File: src/rtl/regfile_dump_reader.sv
// rtl/regfile_dump_reader.sv - debug read initiator that streams a register-file address range
//
// Purpose:
//   Walks an inclusive, wrap-around index range over one combinational read
//   port of the register file. It presents each (index, value) pair on a
//   valid/ready output so the debug transport can dump architectural state.
//   The block only reads. It never drives a write port.
//
// Ports:
//   clk         system clock, rising-edge
//   rst_n       asynchronous active-low reset
//   start       dump request, sampled only while idle
//   first_addr  first register index, latched on start acceptance
//   last_addr   last register index (inclusive), latched on start acceptance
//   rd_address  read address to the register file port
//   rd_data     combinational read data returned by the register file
//   out_valid   out_addr/out_data hold a dumped word
//   out_ready   consumer accepts the word on out_valid && out_ready
//   out_addr    index of the word on out_data
//   out_data    captured register value
//   busy        high from start acceptance until the cycle after done
//   done        one-cycle pulse after the last word is accepted

module regfile_dump_reader #(
  parameter int DATA_WIDTH = 32,
  parameter int ADDR_WIDTH = 5
) (
  input  logic                  clk,
  input  logic                  rst_n,
  input  logic                  start,
  input  logic [ADDR_WIDTH-1:0] first_addr,
  input  logic [ADDR_WIDTH-1:0] last_addr,
  output logic [ADDR_WIDTH-1:0] rd_address,
  input  logic [DATA_WIDTH-1:0] rd_data,
  output logic                  out_valid,
  input  logic                  out_ready,
  output logic [ADDR_WIDTH-1:0] out_addr,
  output logic [DATA_WIDTH-1:0] out_data,
  output logic                  busy,
  output logic                  done
);

  typedef enum logic [1:0] {
    IDLE = 2'd0,
    ADDR = 2'd1,
    SEND = 2'd2,
    DONE = 2'd3
  } state_t;

  state_t state_q;
  state_t state_d;

  // Walk pointer and inclusive end of the latched range.
  logic [ADDR_WIDTH-1:0] cur_q;
  logic [ADDR_WIDTH-1:0] end_q;

  logic [ADDR_WIDTH-1:0] out_addr_q;
  logic [DATA_WIDTH-1:0] out_data_q;
  logic                  out_valid_q;
  logic                  busy_q;
  logic                  done_q;

  // Control decodes shared by the next-state logic and the datapath.
  logic accept_start;
  logic handshake;
  logic last_word;

  assign accept_start = (state_q == IDLE) && start;
  assign handshake    = (state_q == SEND) && out_ready;
  assign last_word    = (cur_q == end_q);

  // The read port always points at the walk pointer. The pointer is loaded
  // on acceptance and advanced on each handshake. This keeps the address
  // stable for the whole ADDR cycle, so rd_data has a full cycle to settle
  // before it is captured.
  assign rd_address = cur_q;

  // Next-state logic.
  always_comb begin
    state_d = state_q;
    unique case (state_q)
      IDLE: begin
        if (start) begin
          state_d = ADDR;
        end
      end
      ADDR: begin
        state_d = SEND;
      end
      SEND: begin
        if (out_ready) begin
          state_d = last_word ? DONE : ADDR;
        end
      end
      DONE: begin
        state_d = IDLE;
      end
      default: begin
        state_d = IDLE;
      end
    endcase
  end

  // State register.
  always_ff @(posedge clk or negedge rst_n) begin
    if (!rst_n) begin
      state_q <= IDLE;
    end else begin
      state_q <= state_d;
    end
  end

  // Range pointer. Wrap-around comes from modular ADDR_WIDTH arithmetic, so
  // a first index above the last index walks through the top entry back to
  // zero with no special case.
  always_ff @(posedge clk or negedge rst_n) begin
    if (!rst_n) begin
      cur_q <= '0;
      end_q <= '0;
    end else if (accept_start) begin
      cur_q <= first_addr;
      end_q <= last_addr;
    end else if (handshake && !last_word) begin
      cur_q <= cur_q + ADDR_WIDTH'(1);
    end
  end

  // Word capture. This happens only at the ADDR->SEND edge. Backpressure in
  // SEND therefore leaves the presented word frozen, even if the datapath
  // later writes that register.
  always_ff @(posedge clk or negedge rst_n) begin
    if (!rst_n) begin
      out_addr_q <= '0;
      out_data_q <= '0;
    end else if (state_q == ADDR) begin
      out_addr_q <= cur_q;
      out_data_q <= rd_data;
    end
  end

  // Status flags are registered from the next state. They match the state
  // decode cycle for cycle, but they never combinationally follow start or
  // out_ready.
  always_ff @(posedge clk or negedge rst_n) begin
    if (!rst_n) begin
      out_valid_q <= 1'b0;
      busy_q      <= 1'b0;
      done_q      <= 1'b0;
    end else begin
      out_valid_q <= (state_d == SEND);
      busy_q      <= (state_d != IDLE);
      done_q      <= (state_d == DONE);
    end
  end

  assign out_valid = out_valid_q;
  assign out_addr  = out_addr_q;
  assign out_data  = out_data_q;
  assign busy      = busy_q;
  assign done      = done_q;

endmodule

File: config.mk
export PLATFORM = sky130hd
export DESIGN_NAME = regfile_dump_reader
export DESIGN_NICKNAME = d
export VERILOG_FILES = /design/src/rtl/regfile_dump_reader.sv
export SDC_FILE = /design/constraint.sdc
export NUM_CORES = 1
export LEC_CHECK = 0
export BUFFER_PORTS_ARGS = -buffer_cell sky130_fd_sc_hd__buf_4
export CORE_MARGIN = 4
export CORE_UTILIZATION = 50
export CTS_CLUSTER_SIZE = 24
export DETAILED_ROUTE_END_ITERATION = 7
export PLACE_DENSITY_LB_ADDON = 0.08
export SYNTH_ARGS = -nofsm -noshare
export SYNTH_HDL_FRONTEND = slang
export SYNTH_SLANG_ARGS = --single-unit
File: constraint.sdc
create_clock -name clk -period 2 [get_ports clk]
set_input_delay 0.4 -clock clk [delete_from_list [all_inputs] [get_ports clk]]
set_output_delay 0.4 -clock clk [all_outputs]
set_load 0.05 [all_outputs]
==> results of run 1 <==
sequential cells by signal, summed over array words and instances (netlist names):
name        flops
out_data       32
end_q           5
out_addr        5
rd_address      5
state_q         2
busy            1
done            1
out_valid       1
final timing paths:
| kind | start | to | cells past startpoint |
|---|---|---|---|
| hold reg to reg | out_data[0] | out_data[0] | 1 |
| setup / recovery | rd_address[0] | rd_address[4] | 5 |
| hold / removal | rst_n | out_data[3] | 1 |
| min in group clk | out_ready | out_valid | 2 |
| max in group asynchronous | rst_n | out_data[16] | 1 |
| setup reg to reg | rd_address[0] | rd_address[4] | 5 |
area by class of cell:
class,count,share of cell area
Clock buffer,7,0.03323
Multi-Input combinational cell,86,0.2581
Sequential cell,52,0.4489
Tap cell,50,0.02158
Timing Repair Buffer,92,0.2382
metal layers:
metal / GRT usage / vias to the layer above / share of wire
li1: - / 677 / -
met1: 0.1978 / 711 / 0.37
met2: 0.2993 / 54 / 0.52
met3: 0.05817 / 5 / 0.096
met4: 0.04303 / 0 / 0.010
met5: 0 / - / 0
cells in the final DEF, fill, tap and decap left out:
cell type | Yosys | layout
sky130_fd_sc_hd__xnor2_1 | 4 | 4
sky130_fd_sc_hd__xor2_1 | 5 | 5
sky130_fd_sc_hd__a21o_1 | 1 | 1
sky130_fd_sc_hd__nand2_1 | 5 | 5
sky130_fd_sc_hd__mux2i_1 | 1 | 1
sky130_fd_sc_hd__a21oi_1 | 9 | 9
sky130_fd_sc_hd__nand4_1 | 2 | 2
sky130_fd_sc_hd__and3b_1 | 1 | 1
sky130_fd_sc_hd__a21oi_2 | 1 | 1
sky130_fd_sc_hd__nor2_1 | 8 | 8
sky130_fd_sc_hd__o21ai_0 | 1 | 1
sky130_fd_sc_hd__nor3_2 | 1 | 1
sky130_fd_sc_hd__buf_4 | 1 | 92
sky130_fd_sc_hd__nand3b_1 | 1 | 1
sky130_fd_sc_hd__ha_1 | 1 | 1
sky130_fd_sc_hd__nand2b_1 | 2 | 1
sky130_fd_sc_hd__dfrtp_1 | 52 | 52
sky130_fd_sc_hd__clkbuf_8 | 0 | 7
sky130_fd_sc_hd__mux2_2 | 42 | 42
sky130_fd_sc_hd__nand2b_2 | 0 | 1
sky130_fd_sc_hd__nor3_1 | 1 | 1
stage by stage:
step / setup WS, ns / util / instances / hold WS (ns)
after detailed placement: 0.4799 / 0.7007 / 280 / 0.4690
after global routing: 0.3257 / 0.7247 / 287 / 0.1685
after CTS: 0.4670 / 0.7247 / 287 / 0.1455
final: 0.4713 / 0.7247 / 287 / 0.1275
after global placement: 0.5656 / 0.7007 / 280 / 0.4502
after floorplan: 0.3831 / - / 143 / 0.1044
cells by family (layout without fill, tap and decap cells):
| logic type | Yosys count | in the layout | share of synthesized area |
|---|---|---|---|
| flops | 52 | 52 | 0.6258 |
| compound gates | 12 | 12 | 0.03189 |
| xor+xnor | 9 | 9 | 0.03790 |
| fa+ha+maj | 1 | 1 | 0.006016 |
| mux | 43 | 43 | 0.2322 |
| buf+inv | 5 | 99 | 0.01564 |
| simple gates | 21 | 21 | 0.05054 |
==> key figures, run 1 <==
Worst setup path
  – Total buffers and inverters traversed by the critical path: 0
  – Worst Path Class, Setup: register to register
  – Setup slack of the worst register-to-register path: 0.47 ns
  – Nature of the critical path startpoint: register
  – Kind of cell adding the most delay to the critical path: flip-flops
  – Critical path's most frequent cell: sky130_fd_sc_hd__a21oi_1
  – Data required time at the worst endpoint: 2.15 ns
  – Critical-path top delay cell: sky130_fd_sc_hd__dfrtp_1
  – Worst path arrival time: 1.68 ns
  – Maximum fanout encountered on the critical timing path: 6
  – Crit end category: register
  – Slowest stage delay, CP: 0.46 ns
  – Cell breakdown of the critical path: xor2_1, nor3_2, a21oi_1, xnor2_1, a21oi_1

Clocking
  – Skew-Pair Late Insertion Delay: 0.29 ns
  – Clk pin slew, worst setup/hold paths: 0.08 ns
  – Total CTS buffers: 5
  – Number of buffers inserted for hold repair after clock tree synthesis: 0
  – TritonCTS clock tree: done
  – Setup Buffers After CTS: 0
  – Post-cts sizing count: 0
  – Buffers from clock root to sink, at most: 2
  – H-tree levels: 2
  – Clk sinks: 52
  – CTS Root Cell: sky130_fd_sc_hd__clkbuf_8

Die
  – Die height: 72.49 um
  – Die Area: 0.005255 mm2
  – CORE AREA: 0.004000 mm2
  – X dimension of the die: 72.49 um
  – Count of standard-cell rows: 23
  – Initial core utilization: 0.5199
  – Number of top-level design ports: 91

Logic synthesis
  – Commonest register cell after synthesis: sky130_fd_sc_hd__dfrtp_1
  – Post-synthesis area per instance: 14.54 um2
  – Count of yosys warnings during synthesis: 0
  – Library cells used by synthesis: 22
  – Netlist area before placement: 0.002079 mm2
  – Biggest area contributors in the synthesized netlist: sky130_fd_sc_hd__dfrtp_1 63%, sky130_fd_sc_hd__mux2_2 23%, sky130_fd_sc_hd__a21oi_1 2.2%, sky130_fd_sc_hd__xor2_1 2.1%, sky130_fd_sc_hd__xnor2_1 1.7%
  – Number of flops mapped to enable cells by yosys: 0
  – Total nets after synthesis: 190
  – Post-Synthesis Cells: 143
  – Largest area contributor in the synthesized netlist: sky130_fd_sc_hd__dfrtp_1
  – Seq/Total Area, Yosys: 0.6258
  – FF+latch count, synth: 52
  – Cell with the most instances after synthesis: sky130_fd_sc_hd__dfrtp_1
  – Area share of the leading cell type in the synthesized netlist: 0.6258
  – Ys async rst share: 1.000
  – Top post-synthesis cells by count: 52 x sky130_fd_sc_hd__dfrtp_1, 42 x sky130_fd_sc_hd__mux2_2, 9 x sky130_fd_sc_hd__a21oi_1

Global route
  – Sum of overflow across all layers after global routing: 0
  – Global routing usage summed across all routing layers: 0.1695
  – Wire length of the first global-routing pass: 6948 um
  – Number of antenna violations at the first check in global routing: 0
  – Largest net degree at the start of global routing: 53
  – Via count of the first global-routing pass: 1521

STA
  – Number of setup violations in the final report: 0
  – Period utilization: 0.7643
  – Unrepaired setup endpoints after global routing: no
  – Post-route setup TNS: 0 ns
  – Transition time at the pin with the least slew margin: 0.6375 ns
  – Hold violation total from the final report: 0
  – Max-slew violation total from the final report: 0
  – Worst clock skew on the final layout: 0.002017 ns
  – Fmax: 654.2 MHz
  – Slew Limit Headroom: 0.5750
  – Post-layout min period: 1.529 ns

Layout
  – Fin area: 0.002899 mm2
  – Total Nets Final: 284
  – Final antenna diode count: 0
  – Layout overhead on the synthesized area: 39.41%
  – Sequential cell area: 0.001301 mm2
  – Multi-input logic area: 748.2 um2
  – Layout cell share with drive strength beyond 1: 0.6076
  – Filler instances: 304

Drt
  – Total via count after detailed routing: 1447
  – Number of DRC violations after detailed-routing iteration 0: 62
  – DRC viols: 0
  – Per-cell via count in the routed design: 5.042
  – Number of detailed-routing iterations run before antenna repair: 4
  – Wirelength per Cell: 14.78 um
  – Total length of routed wires: 4241 um
  – Antenna viol nets, final: 0

Place
  – Total placed instance area: 0.002803 mm2
  – Routability congestion estimate: 0.8201
  – Count of buffers from port buffering: 90
  – Half-perimeter wire length after placement: 3249 um

Run
  – Number of max-cap violations: 0

Outcome
  – Result of the run: finished, final reports clean

Min path
  – Worst min-delay path class: input port to asynchronous set/reset pin
Power of run 1 is not shown: default switching activity piles up to over one toggle a cycle in this logic, so the estimate is an artifact.
==> run 2, diff against run 1 <==
- ABC_AREA: default -> 1
- CORE_UTILIZATION: 50 -> 47
- clock period: 2 -> 1.6 ns (I/O delays scaled with it)
==> run 2 against run 1 <==
Compared with the run above:
- final area up 2.7%
- die area grew 9.7%
- critical path depth down 4
- routed wire length is 14% higher
- clock skew is 0.0034 ns higher
- synthesized area grew 4.3%
- sequential share of layout area down 1.2 points
- register-to-register slack worse by 0.25 ns
- critical path type is now register to primary output
- critical endpoint is now rd_address[2]
==> key figures, run 2 <==
Logic synthesis
  – Ys async rst share: 1.000
  – Number of flops mapped to enable cells by yosys: 0
  – Total nets after synthesis: 306
  – Top post-synthesis cells by count: 141 x sky130_fd_sc_hd__nand2_1, 52 x sky130_fd_sc_hd__dfrtp_1, 12 x sky130_fd_sc_hd__nand3_1
  – Area share of the leading cell type in the synthesized netlist: 0.6001
  – Post-synthesis area per instance: 8.372 um2
  – Netlist area before placement: 0.002168 mm2
  – FF+latch count, synth: 52
  – Biggest area contributors in the synthesized netlist: sky130_fd_sc_hd__dfrtp_1 60%, sky130_fd_sc_hd__nand2_1 24%, sky130_fd_sc_hd__nand3_1 2.8%, sky130_fd_sc_hd__inv_1 1.9%, sky130_fd_sc_hd__o21ai_0 1.6%
  – Largest area contributor in the synthesized netlist: sky130_fd_sc_hd__dfrtp_1
  – Commonest register cell after synthesis: sky130_fd_sc_hd__dfrtp_1
  – Count of yosys warnings during synthesis: 0
  – Seq/Total Area, Yosys: 0.6001
  – Cell with the most instances after synthesis: sky130_fd_sc_hd__nand2_1
  – Library cells used by synthesis: 19
  – Post-Synthesis Cells: 259

Layout
  – Final standard cell utilization of the core: 0.6746
  – Layout cell share with drive strength beyond 1: 0.3162
  – Most common cell after layout, fill and taps aside: sky130_fd_sc_hd__nand2_1
  – Layout overhead on the synthesized area: 37.33%
  – Final antenna diode count: 0
  – Total Nets Final: 397
  – Filler instances: 405
  – Number of flip-flops under the largest register name: 32
  – Cell Count, Final, Fillers Out: 403
  – Highest-count cells in the layout ignoring fill and taps: 141 x sky130_fd_sc_hd__nand2_1, 94 x sky130_fd_sc_hd__buf_4, 52 x sky130_fd_sc_hd__dfrtp_1
  – Multi-input logic area: 760.7 um2
  – Sequential cell area: 0.001301 mm2

Die
  – Die height: 75.92 um
  – Count of standard-cell rows: 24
  – Die Area: 0.005764 mm2
  – Initial core utilization: 0.4912
  – CORE AREA: 0.004414 mm2
  – Number of top-level design ports: 91
  – X dimension of the die: 75.92 um

Worst setup path
  – Crit end category: primary output
  – Nature of the critical path startpoint: register
  – Data required time at the worst endpoint: 1.28 ns
  – Critical-path top delay cell: sky130_fd_sc_hd__dfrtp_1
  – Worst path arrival time: 1.08 ns
  – Maximum fanout encountered on the critical timing path: 9
  – Total buffers and inverters traversed by the critical path: 1
  – Kind of cell adding the most delay to the critical path: flip-flops
  – Slowest stage delay, CP: 0.53 ns
  – Cell breakdown of the critical path: buf_4
  – Worst Path Class, Setup: register to primary output

Clocking
  – Buffers from clock root to sink, at most: 2
  – Skew-Pair Late Insertion Delay: 0.30 ns
  – Total CTS buffers: 5
  – Clk sinks: 52
  – Clk pin slew, worst setup/hold paths: 0.08 ns
  – Post-cts sizing count: 0
  – CTS Root Cell: sky130_fd_sc_hd__clkbuf_8
  – Setup Buffers After CTS: 0
  – H-tree levels: 2
  – Number of buffers inserted for hold repair after clock tree synthesis: 0
  – TritonCTS clock tree: done

STA
  – Transition time at the pin with the least slew margin: 0.6429 ns
  – Fmax: 714.1 MHz
  – Post-route setup TNS: 0 ns
  – Worst clock skew on the final layout: 0.005466 ns
  – Slew Limit Headroom: 0.5714
  – Max-slew violation total from the final report: 0
  – Hold violation total from the final report: 0
  – Post-layout min period: 1.400 ns
  – Period utilization: 0.8752
  – Unrepaired setup endpoints after global routing: no
  – Worst Hold Slack: 0.03816 ns
  – Number of setup violations in the final report: 0

Place
  – Half-perimeter wire length after placement: 3552 um
  – Routability congestion estimate: 0.7986
  – Count of buffers from port buffering: 90
  – Cell count after placement: 395

Global route
  – Global routing usage summed across all routing layers: 0.1749
  – Largest net degree at the start of global routing: 53
  – Wire length of the first global-routing pass: 8342 um
  – Sum of overflow across all layers after global routing: 0
  – Number of antenna violations at the first check in global routing: 0
  – Via count of the first global-routing pass: 1849

Pwr
  – Power, Total: 7470 uW
  – Total power divided by cell area: 2509 mW/mm2
  – VDD IR max: 1406 uV
  – Leakage power summed over all cells: 0.001684 uW

Min path
  – Worst min-delay path class: input port to asynchronous set/reset pin

Drt
  – Total via count after detailed routing: 1879
  – DRC viols: 0
  – Number of detailed-routing iterations run before antenna repair: 4
  – Per-cell via count in the routed design: 4.663
  – Wirelength per Cell: 12.01 um
  – Number of DRC violations after detailed-routing iteration 0: 122
  – Total length of routed wires: 4840 um
  – Antenna viol nets, final: 0

Outcome
  – Result of the run: finished, final reports clean

Run
  – Number of max-cap violations: 0
## run 2: worst paths after layout
path / startpoint / endpoint / slack, ns / cells past startpoint
worst max-delay path: rd_address[2] / rd_address[2] / 0.20 / 1
worst min-delay path: rst_n / rd_address[3] / 0.04 / 1
worst max register to register: rd_address[2] / rd_address[1] / 0.22 / 9
worst min register to register: out_data[29] / out_data[29] / 0.48 / 2
max in group asynchronous: rst_n / end_q[1] / 1.13 / 1
min in group clk: rd_data[13] / out_data[13] / 0.22 / 3
## run 2: per-stage QoR
stage	cell area, um2	worst slack [ns]
final	2978	0.1997
after global routing	2978	0.04874
after CTS	2978	0.1846
after detailed placement	2893	0.2087
after global placement	2893	0.2760
after floorplan	2168	0.02877
## run 2: where the power goes
part	switching (uW)	total [uW]	internal [uW]
Clock	402	715	313
Combinational	3120	4400	1280
Sequential	412	2350	1940
Total	3930	7470	3540
## run 2: cells by family (layout without fill, tap and decap cells)
kind of cell / after synthesis / count (layout) / share of synthesized area
AOI/OAI and AO/OA: 13 / 13 / 0.03000
buffers and inverters: 26 / 118 / 0.04905
adders and majority gates: 1 / 1 / 0.005769
DFF: 52 / 52 / 0.6001
xor gates and xnor gates: 2 / 2 / 0.008080
and+or+nand+nor: 165 / 165 / 0.3070
## run 2: area by class of cell
type	instances	area share
clock buffers	7	0.02563
clock inverters	1	0.002941
inverters	16	0.02017
multi-input cells	181	0.2555
flip-flops and latches	52	0.4370
well taps	52	0.02185
repair buffers	94	0.2370
## run 2: routing by layer
layer	vias to the layer above	track usage	routed length (um)
li1	975	-	-
met1	846	0.2048	1997
met2	54	0.2997	2423
met3	4	0.06398	375
met4	0	0.04804	43
met5	-	0	0
Note: power is estimated with default switching activity, not from simulation.
==> run 3, diff against run 2 <==
- CORE_UTILIZATION: 47 -> 29
==> run 3 against run 2 <==
Compared with the run above:
- count of clock-buffer cells in the layout fell by 2
- first-iteration DRC count down 57%
- non-clock buffer count up 2
- core utilization fell by 25 points
- final area rose by 3.7%
- final cell count up 12%
- critical endpoint unchanged
- total power grew 1.7%
- largest power group unchanged
- clock skew about the same
- critical path depth did not move
- worst hold slack better by 0.16 ns
==> key figures, run 3 (synthesis gave the netlist of run 2 again) <==
Clocking
  – Post-cts sizing count: 0
  – Clk pin slew, worst setup/hold paths: 0.10 ns
  – CTS Root Cell: sky130_fd_sc_hd__clkbuf_8
  – Clk sinks: 52
  – Setup Buffers After CTS: 0
  – TritonCTS clock tree: done
  – Total CTS buffers: 5
  – H-tree levels: 2
  – Skew-Pair Late Insertion Delay: 0.31 ns
  – Buffers from clock root to sink, at most: 2

STA
  – Slew Limit Headroom: 0.7764
  – Max-slew violation total from the final report: 0
  – Post-route setup TNS: 0 ns
  – Fmax: 703.7 MHz
  – Number of setup violations in the final report: 0
  – Transition time at the pin with the least slew margin: 0.3354 ns
  – Period utilization: 0.8882
  – Post-layout min period: 1.421 ns
  – Hold violation total from the final report: 0
  – Unrepaired setup endpoints after global routing: no
  – Worst clock skew on the final layout: 0.005463 ns

Worst setup path
  – Startpoint of the worst-slack reg-to-reg timing path: rd_address[2]
  – Setup slack of the worst register-to-register path: 0.19 ns
  – R2R depth: 9
  – Crit end category: primary output
  – Nature of the critical path startpoint: register
  – Slowest stage delay, CP: 0.53 ns
  – Total buffers and inverters traversed by the critical path: 1
  – Maximum fanout encountered on the critical timing path: 9
  – Kind of cell adding the most delay to the critical path: flip-flops
  – Worst r2r dst: rd_address[2]
  – Critical-path top delay cell: sky130_fd_sc_hd__dfrtp_1
  – Worst Path Class, Setup: register to primary output
  – Data required time at the worst endpoint: 1.28 ns
  – Cell breakdown of the critical path: buf_4
  – Worst path arrival time: 1.10 ns

Layout
  – Number of flip-flops under the largest register name: 32
  – Filler instances: 774
  – Total Nets Final: 399
  – Layout cell share with drive strength beyond 1: 0.3229
  – Layout overhead on the synthesized area: 42.41%
  – Most common cell after layout, fill and taps aside: sky130_fd_sc_hd__nand2_1
  – Final antenna diode count: 0
  – Highest-count cells in the layout ignoring fill and taps: 141 x sky130_fd_sc_hd__nand2_1, 93 x sky130_fd_sc_hd__buf_4, 52 x sky130_fd_sc_hd__dfrtp_1

Die
  – Die height: 94.47 um
  – X dimension of the die: 94.47 um
  – Initial core utilization: 0.2989
  – Count of standard-cell rows: 31
  – CORE AREA: 0.007253 mm2
  – Number of top-level design ports: 91
  – Die Area: 0.008925 mm2

Pwr
  – Switching share of power: 0.5294
  – Total power divided by cell area: 2459 mW/mm2
  – Power, Total: 7594 uW
  – Clock network fraction of total power: 0.104
  – Internal power: 3574 uW
  – Leakage power summed over all cells: 0.001707 uW
  – Comb pwr share: 0.585
  – VDD IR max: 1048 uV
  – Power dissipated by switching net loads: 4020 uW
  – Sequential share of power: 0.312

Global route
  – Global routing usage summed across all routing layers: 0.1295
  – Via count of the first global-routing pass: 1934
  – Sum of overflow across all layers after global routing: 0
  – Number of antenna violations at the first check in global routing: 0
  – Wire length of the first global-routing pass: 9101 um
  – Largest net degree at the start of global routing: 33

Drt
  – DRC viols: 0
  – Wirelength per Cell: 12.11 um
  – Antenna viol nets, final: 0
  – Number of detailed-routing iterations run before antenna repair: 4
  – Per-cell via count in the routed design: 4.208
  – Total via count after detailed routing: 1902
  – Total length of routed wires: 5473 um
  – Number of DRC violations after detailed-routing iteration 0: 53

Min path
  – Worst min-delay path class: input port to register
  – Worst Hold End: out_data[5]
  – Hold path startpoint: rd_data[5]
  – Worst hold path depth: 3

Place
  – Count of buffers from port buffering: 90
  – Half-perimeter wire length after placement: 4015 um
  – Routability congestion estimate: 0.7831

Run
  – Number of max-cap violations: 0

Outcome
  – Result of the run: finished, final reports clean
-- run 3: cell types whose count changed in the layout (fill, tap and decap cells not counted) --
| cell | delta |
|---|---|
| sky130_fd_sc_hd__buf_12 | +2 |
| sky130_fd_sc_hd__buf_4 | -1 |
| sky130_fd_sc_hd__clkbuf_1 | -2 |
| sky130_fd_sc_hd__clkinv_4 | -1 |
| sky130_fd_sc_hd__clkinvlp_4 | +1 |
| sky130_fd_sc_hd__dlygate4sd3_1 | +1 |
| sky130_fd_sc_hd__inv_6 | +2 |
-- run 3: per-stage QoR --
| stage | worst slack [ns] | util | area (um2) | hold WS [ns] | instances |
|---|---|---|---|---|---|
| global route | 0.01706 | 0.4257 | 3088 | 0.1850 | 452 |
| finish | 0.1789 | 0.4257 | 3088 | 0.1995 | 452 |
| detailed placement | 0.1973 | 0.4114 | 2984 | 0.2540 | 443 |
| floorplan | 0.02877 | - | 2168 | 0.02441 | 259 |
| global placement | 0.2290 | 0.4114 | 2984 | 0.2589 | 443 |
| CTS | 0.1624 | 0.4257 | 3088 | 0.1820 | 452 |
-- run 3: layer usage --
layer	track usage	part of all wire	wire length, um	vias up
li1	-	-	-	980
met1	0.1552	0.42	2275	869
met2	0.2240	0.51	2816	48
met3	0.03825	0.060	329	5
met4	0.03966	0.0097	53	0
met5	0	0	0	-
-- run 3: timing repair --
item | 4_1_cts | 5_1_grt
hold endpoints to repair | 24 | 0
hold buffers | 1 | 0
setup endpoints to repair | 0 | 0
-- run 3: how the worst max path moves through the flow --
| stage | from | to | slack [ns] | cells past startpoint |
|---|---|---|---|---|
| 3_5_place_dp | rd_address[2] | rd_address[2] | 0.20 | 9 |
| 3_3_place_gp | rd_address[2] | rd_address[1] | 0.23 | 9 |
| 4_1_cts | rd_address[2] | rd_address[2] | 0.16 | 1 |
| 5_1_grt | rd_address[2] | rd_address[2] | 0.02 | 9 |
| 6_report | rd_address[2] | rd_address[2] | 0.18 | 1 |
| 2_1_floorplan | rd_address[2] | rd_address[3] | 0.03 | 10 |
-- run 3: final cells by class --
class                           instances  area (um2)  share of cell area
Timing Repair Buffer                   96       748.2              0.2423
Tap cell                               99       123.9             0.04011
Sequential cell                        52        1301              0.4214
Clock inverter                          3       25.02            0.008104
Clock buffer                            5       68.82             0.02229
Inverter                               16       60.06             0.01945
Multi-Input combinational cell        181       760.7              0.2464
-- run 3: power groups by stage --
stage,clock [uW],combinational (uW),sequential (uW)
6_report,787,4440,2370
5_1_grt,886,4840,2460
4_1_cts,841,4530,2380
3_5_place_dp,0,4540,2390
3_3_place_gp,0,4510,2380
2_1_floorplan,0,1310,4150
